===== config.mk =====
export PLATFORM = sky130hd
export DESIGN_NAME = conv_3_mac_seq
export DESIGN_NICKNAME = d
export VERILOG_FILES = /design/src/rtl/conv_3_mac_seq.sv
export SDC_FILE = /design/constraint.sdc
export NUM_CORES = 1
export LEC_CHECK = 0
export ABC_AREA = 1
export BUFFER_PORTS_ARGS = -buffer_cell sky130_fd_sc_hd__buf_4
export CAP_MARGIN = 20
export CORE_MARGIN = 5
export CORE_UTILIZATION = 40
export DETAILED_ROUTE_END_ITERATION = 6
export GPL_ROUTABILITY_DRIVEN = 0
export SLEW_MARGIN = 20
export SYNTH_ARGS = -nofsm -noshare
export SYNTH_HDL_FRONTEND = slang
export SYNTH_SLANG_ARGS = --single-unit

===== constraint.sdc =====
create_clock -name ap_clk -period 2.5 [get_ports ap_clk]
set_clock_uncertainty 0.1 [all_clocks]
set_input_delay 0.5 -clock ap_clk [delete_from_list [all_inputs] [get_ports ap_clk]]
set_output_delay 0.5 -clock ap_clk [all_outputs]
set_load 0.005 [all_outputs]

===== src/rtl/conv_3_mac_seq.sv =====
// Sequencer for the shared 16x8 signed DSP multiplier of conv_3: streams act/wgt pairs into an external
// multiplier, accumulates onto a bias, requantises by arithmetic shift. Define CONV_MAC_SAT_EN to clamp instead of wrap.
module conv_3_mac_seq #(
   parameter int TAPS_W = 8,
   parameter int ACC_W  = 32,
   parameter int SHIFT  = 8,
   parameter int OUT_W  = 16
) (
   input  logic                     ap_clk,
   input  logic                     ap_rst_n,
   input  logic                     start,
   input  logic [TAPS_W-1:0]        cfg_taps,
   input  logic [ACC_W-1:0]         cfg_bias,
   output logic                     busy,
   input  logic                     in_valid,
   output logic                     in_ready,
   input  logic [15:0]              in_act,
   input  logic [7:0]               in_wgt,
   output logic [15:0]              mul_a,
   output logic [7:0]               mul_b,
   input  logic [23:0]              mul_p,
   output logic                     res_valid,
   input  logic                     res_ready,
   output logic [OUT_W-1:0]         res_data,
   output logic                     res_sat
);

   typedef enum logic [1:0] {S_IDLE, S_RUN, S_DRAIN, S_OUT} state_t;

   localparam logic signed [ACC_W-1:0] OUT_MAX = ACC_W'((64'sd1 <<< (OUT_W - 1)) - 64'sd1);
   localparam logic signed [ACC_W-1:0] OUT_MIN = -OUT_MAX - ACC_W'(1);

   state_t                   state_q;
   logic [TAPS_W-1:0]        taps_q;
   logic [TAPS_W-1:0]        cnt_q;
   logic signed [ACC_W-1:0]  acc_q;
   logic                     pvalid_q;
   logic [15:0]              mul_a_q;
   logic [7:0]               mul_b_q;
   logic                     busy_q;
   logic                     in_ready_q;
   logic                     res_valid_q;
   logic [OUT_W-1:0]         res_data_q;
   logic                     res_sat_q;

   logic                     accept;
   logic signed [ACC_W-1:0]  prod_ext;
   logic signed [ACC_W-1:0]  shifted;
   logic [OUT_W-1:0]         res_data_d;
   logic                     res_sat_d;

   assign accept   = in_valid && in_ready_q;
   assign prod_ext = ACC_W'($signed(mul_p));
   assign shifted  = acc_q >>> SHIFT;

   // NOTE: every always_comb output gets a default first, so no path can infer a latch.
   always_comb begin
      res_data_d = shifted[OUT_W-1:0];
      res_sat_d  = 1'b0;
`ifdef CONV_MAC_SAT_EN
      if (shifted > OUT_MAX) begin
         res_data_d = OUT_MAX[OUT_W-1:0];
         res_sat_d  = 1'b1;
      end else if (shifted < OUT_MIN) begin
         res_data_d = OUT_MIN[OUT_W-1:0];
         res_sat_d  = 1'b1;
      end
`endif
   end

   // NOTE: sequential state uses non-blocking assignments only, so every register samples pre-edge values.
   always_ff @(posedge ap_clk or negedge ap_rst_n) begin
      if (!ap_rst_n) begin
         state_q     <= S_IDLE;
         taps_q      <= '0;
         cnt_q       <= '0;
         acc_q       <= '0;
         pvalid_q    <= 1'b0;
         mul_a_q     <= '0;
         mul_b_q     <= '0;
         busy_q      <= 1'b0;
         in_ready_q  <= 1'b0;
         res_valid_q <= 1'b0;
         res_data_q  <= '0;
         res_sat_q   <= 1'b0;
      end else begin
         pvalid_q <= accept;
         if (accept) begin
            mul_a_q <= in_act;
            mul_b_q <= in_wgt;
         end

         // Products land one edge after their accept; the start load never collides since pvalid is low in IDLE.
         if (state_q == S_IDLE && start)
            acc_q <= cfg_bias;
         else if (pvalid_q)
            acc_q <= acc_q + prod_ext;

         case (state_q)
            S_IDLE: begin
               if (start) begin
                  taps_q <= cfg_taps;
                  cnt_q  <= '0;
                  busy_q <= 1'b1;
                  if (cfg_taps == '0) begin
                     state_q <= S_OUT;
                  end else begin
                     state_q    <= S_RUN;
                     in_ready_q <= 1'b1;
                  end
               end
            end
            S_RUN: begin
               if (accept) begin
                  cnt_q <= cnt_q + TAPS_W'(1);
                  if (cnt_q == taps_q - TAPS_W'(1)) begin
                     state_q    <= S_DRAIN;
                     in_ready_q <= 1'b0;
                  end
               end
            end
            S_DRAIN: begin
               state_q <= S_OUT;
            end
            S_OUT: begin
               // First OUT cycle captures the settled accumulator; the result then holds until taken.
               if (!res_valid_q) begin
                  res_valid_q <= 1'b1;
                  res_data_q  <= res_data_d;
                  res_sat_q   <= res_sat_d;
               end else if (res_ready) begin
                  res_valid_q <= 1'b0;
                  busy_q      <= 1'b0;
                  state_q     <= S_IDLE;
               end
            end
            default: state_q <= S_IDLE;
         endcase
      end
   end

   assign busy      = busy_q;
   assign in_ready  = in_ready_q;
   assign mul_a     = mul_a_q;
   assign mul_b     = mul_b_q;
   assign res_valid = res_valid_q;
   assign res_data  = res_data_q;
   assign res_sat   = res_sat_q;

endmodule

# --- Yosys cells after proc, flatten, opt, wreduce, memory -nomap -nowiden ---
# Index checks and enable logic that the tools add are counted.
op_classes:
  add_sub_neg: 3
  n_eq_ne: 10
  mux: 23
  n_bitwise: 1
  n_reduce_logical: 13
ops:
  columns: ["op", "n"]
  rows:
  - ["2-to-1 mux 32 bit", 2]
  - ["adder 32 x 24 -> 32 bit", 1]
  - ["2-to-1 mux 8 bit", 2]
  - ["one-hot mux 8 bit (2 select lines)", 1]
  - ["2-to-1 mux 2 bit", 6]
  - ["!= test 2 bit, second input constant", 6]
  - ["AND reduction 5 bit", 2]
  - ["2-to-1 mux 1 bit", 9]
  - ["adder 8 x 1 -> 8 bit, second input constant", 1]
  - ["equality test 8 bit", 1]
  - ["logical NOT 8 bit", 1]
  - ["one-hot mux 2 bit (4 select lines)", 1]
  - ["subtractor 8 x 1 -> 8 bit, second input constant", 1]
  - ["nonzero test 2 bit", 3]
  - ["equality test 2 bit, second input constant", 2]
  - ["one-hot mux 1 bit (2 select lines)", 2]
  - ["AND reduction 2 bit", 2]
  - ["AND reduction 4 bit", 1]
  - ["AND reduction 3 bit", 1]
  - ["equality test 2 x 1 -> 1 bit, second input constant", 1]
  - ["logical AND 1 bit", 2]
  - ["logical NOT 2 bit", 1]
  - ["NOT 1 bit", 1]
word_totals:
  register_bits: 94
  inputBits: 93
  out_inout_bits: 44
  elab_cells: 61

# --- Logic depth before layout (Yosys ltp) ---
logic_depth:
  ltp_word: 5
  ltp_mapped: 14
  depth_no_buf: 14

# --- Worst setup path after synthesis ---
# Ideal clock, no wire load.
synth_path:
  kind: "in2reg"
  from: "input port mul_p[0]"
  to: "register acc_q[22]"
  setup_ps: 116
  arrival_time_ps: 1846
  required_ps: 2284
  slack_ps: 437
  stages: 12
  path_buffers: 0
  path_cell_list: "ha_1 -> fa_1 -> nand3_1 -> nand3_1 -> nand2_1 -> nand2_1 -> nand2_1 -> nand3_1 -> nand2_1 -> nand3_1 -> nand2_1 -> nand2_1"
synth_between:
  elab_chain_len: 3
synth_lines:
  columns: ["element", "line", "text"]
  rows:
  - ["start: declaration", "21", "input logic [23:0] mul_p,"]
  - ["adder 32 x 24 -> 32 bit", "97", "acc_q <= acc_q + prod_ext;"]
  - ["2-to-1 mux 32 bit", "96", "else if (pvalid_q)"]
  - ["2-to-1 mux 32 bit", "94", "if (state_q == S_IDLE && start)"]
  - ["end signal: assignment", "95", "acc_q <= cfg_bias;"]
  - ["end signal: assignment", "97", null]
  - ["end: declaration", "36", "logic signed [ACC_W-1:0] acc_q;"]
# No other way between the ends. The select of a mux whose other input is x is not followed.
# A chain may end at the register's enable or synchronous reset.

# --- Worst setup path after layout ---
layout_path:
  from: "register acc_q[0]"
  to: "register acc_q[16]"
layout_between:
  elab_chain_len: 3
layout_lines:
  columns: ["element", "line"]
  rows:
  - ["adder 32 x 24 -> 32 bit", "97"]
  - ["2-to-1 mux 32 bit", "96"]
  - ["2-to-1 mux 32 bit", "94"]
# No other way between the ends. The select of a mux whose other input is x is not followed.

==> results.yml <==
outcome:
  status: "complete, but fails checks"
  failed_checks: "hold timing"
sta:
  finalMaxSlewViolations: 0
  setup-tns-final_ps: 0
  period_minus_slack_ps: 2180
  finalSetupViolCount: 0
  hold_viol: 8
  rsz0062_at_grt: "false"
  fin_hold_ws_ps: -11.2
  fin_crit_sh_pct: 87.2
  fmax_mhz: 459
finish:
  fin_area_um2: 7050
  antenna_cells: 0
  syn_to_final_growth_pct: 27.5
  seq_area_um2: 2150
  final.fill_count: 1476
  drive_above_1_share_pct: 19.2
  fin_nets: 1049
  multi_input_area_um2: 2910
placement:
  dp.final_hpwl_mm: 11.9
  place_area_um2: 6730
  io_buffers: 127
drt:
  drtIter0Drc: 255
  via_per_inst: 4.74
  wl_per_cell_um: 13.7
  num_vias: 5271
  drc_errors: 0
  drt-total-wl_mm: 15.2
  ant_nets: 0
  drt_first_pass_iters: 5
global_routing:
  grt.total_usage_pct: 19.8
  grt_pass1_wl_mm: 26.1
  overflow: 0
  antenna_found_initial: 0
  use_met3_pct: 4.97
  grt_use_met2_pct: 33.5
  grt_most_used_layer: "met2"
  met1_usage_pct: 25.8
  grt_max_degree: 41
  first_global_vias: 5460
synthesis:
  synth_top_cell_area_share_pct: 38.9
  synth-seq-cells: 86
  synth.distinct_cells: 35
  synth_area_leaders: "dfrtp_1, nand2_1, inv_1"
  syn_nets: 917
  postSynthCellCount: 794
  synth_seq_area_share_pct: 38.9
  synth_area_um2: 5530
  synth_area_per_cell_um2: 6.96
  yosysWarnings: 0
  yosysTopAreaCell: "dfrtp_1"
worst_setup_path:
  cp_data_required_time_ps: 2640
  max_stage_delay_ps: 400
  crit_chain: "ha_1, fa_1, nand3_1, nand3_1, nand2_1, nand3_1, nand2_1, a21o_1, nand3_1, nand2_1, nand2_1"
  cp_data_arrival_time_ps: 2320
  cp-start-kind: "register"
  crit_fanout: 5
  worstSetupPathType: "reg -> reg"
  crit_path_end_kind: "register"
  slowest_stage: "fa_1"
power_and_ir_drop:
  power.share.clock_pct: 19.0
  seq_power_share_pct: 29.2
  irDropWorstVdd_mv: 0.471
  p_comb_share_pct: 51.8
  p_sw_uw: 3380
  swShare_pct: 43.2
  p_int_uw: 4440
  leakage_uw: 0.00392
  p_per_area_nw_per_um2: 1110
clocking:
  postCtsSetupRepairBufs: 0
  h-tree-depth: 3
  cts_tree: "yes"
  worstSkewPairLatency_ps: 340
  ctsResizeCount: 0
  ctsHoldBuffers: 0
  cts.sinks: 86
  clk_path_buf_depth: 2
  clockRootBuffer: "clkbuf_16"
  cts_buffers: 9
  clk_pin_slew_worst_paths_ps: 70
floorplan:
  fp.dieW_um: 128
  pin_count: 137
  num_rows: 43
  die_height_um: 128
  dieArea_um2: 16300
  start_util_pct: 40.3
  core_um2: 13700
job:
  drv_cap: 0
hold_path:
  hp-class: "in -> async"
## layout by cell type, fill, tap and decap left out, drive strengths merged, types with 3 or more instances in the layout
cell type    n
nor2        63
nand4        7
dfrtp       86
o211ai       3
nor3         4
buf        137
a21oi       24
o21ai       47
clkbuf       9
mux2        13
xnor2        9
inv        106
ha          29
xor2         6
or2          3
nand2      316
o21bai       6
nand3       46
## cells in the mapped netlist, drive strengths merged
cell,number
nand2,316
inv,105
dfrtp,86
nor2,63
o21ai,47
nand3,46
ha,29
a21oi,24
mux2,13
buf,9
xnor2,9
clkbuf,7
nand4,7
o21bai,6
xor2,6
nor3,4
o211ai,3
or2,3
a31oi,2
nor3b,2
o22ai,2
a21o,1
conb,1
fa,1
nor4,1
o21a,1
## power by group through the flow
stage                     Clock (uW)  Combinational [uW]  Sequential (uW)
after floorplan                    0                2850             2230
after detailed placement           0                4080             2300
after global placement             0                4030             2310
after CTS                       1520                4100             2290
after global routing            1570                4760             2360
final                           1480                4050             2280
## routing by layer
| layer | routed length [um] | part of all wire [%] |
|---|---|---|
| met1 | 6930 | 46 |
| met2 | 7280 | 48 |
| met3 | 823 | 5.4 |
| met4 | 154 | 1.0 |
| met5 | 0 | 0 |
## layout make-up
| type | instances | area share, % |
|---|---|---|
| Multi-Input combinational cell | 587 | 41.3 |
| Sequential cell | 86 | 30.5 |
| Timing Repair Buffer | 137 | 14.8 |
| Inverter | 105 | 5.59 |
| Clock buffer | 9 | 3.20 |
| Tap cell | 180 | 3.20 |
| Clock inverter | 7 | 1.38 |
## per-stage QoR
step / power [uW] / hold slack [ps] / setup slack, ps / instances / util (%)
after floorplan: 5080 / 104 / 437 / 794 / -
after global placement: 6340 / 366 / 104 / 1095 / 49.0
after detailed placement: 6390 / 366 / 95.2 / 1095 / 49.0
after CTS: 7910 / 1.34 / 320 / 1111 / 51.4
after global routing: 8690 / 17.3 / 67.1 / 1111 / 51.4
final: 7820 / -11.2 / 319 / 1111 / 51.4
## worst paths after layout
path | end | slack [ps] | start | cells after the start
setup reg to reg | acc_q[16] | 320 | acc_q[0] | 11
hold / removal | acc_q[4] | -10 | ap_rst_n | 1
setup / recovery | acc_q[16] | 320 | acc_q[0] | 11
max in group asynchronous | in_ready | 1660 | ap_rst_n | 2
min in group ap_clk | mul_a[13] | 240 | in_act[13] | 3
hold reg to reg | mul_a[0] | 380 | mul_a[0] | 2
## state kept, by name (all words and copies together) (netlist names)
| register | flops |
|---|---|
| acc_q | 24 |
| busy | 1 |
| cnt_q | 8 |
| in_ready | 1 |
| mul_a | 16 |
| mul_b | 8 |
| pvalid_q | 1 |
| res_data | 16 |
| res_valid | 1 |
| state_q | 2 |
| taps_q | 8 |
## kinds of logic after synthesis
group / synth area share (%)
AND/OR/NAND/NOR: 32.2
XOR/XNOR: 2.38
other: 0.0678
buffers and inverters: 8.40
AO/OA/AOI/OAI: 8.51
adder cells (fa/ha/maj): 6.92
flip-flops: 38.9
multiplexers: 2.65
## worst max-delay path: cells and delay by family (launching register included)
family,cells,cell delay [ps]
AO/OA/AOI/OAI,1,120
AND/OR/NAND/NOR,8,850
flip-flops,1,390
adder cells (fa/ha/maj),2,620
Power figures use the tool's default switching activity.
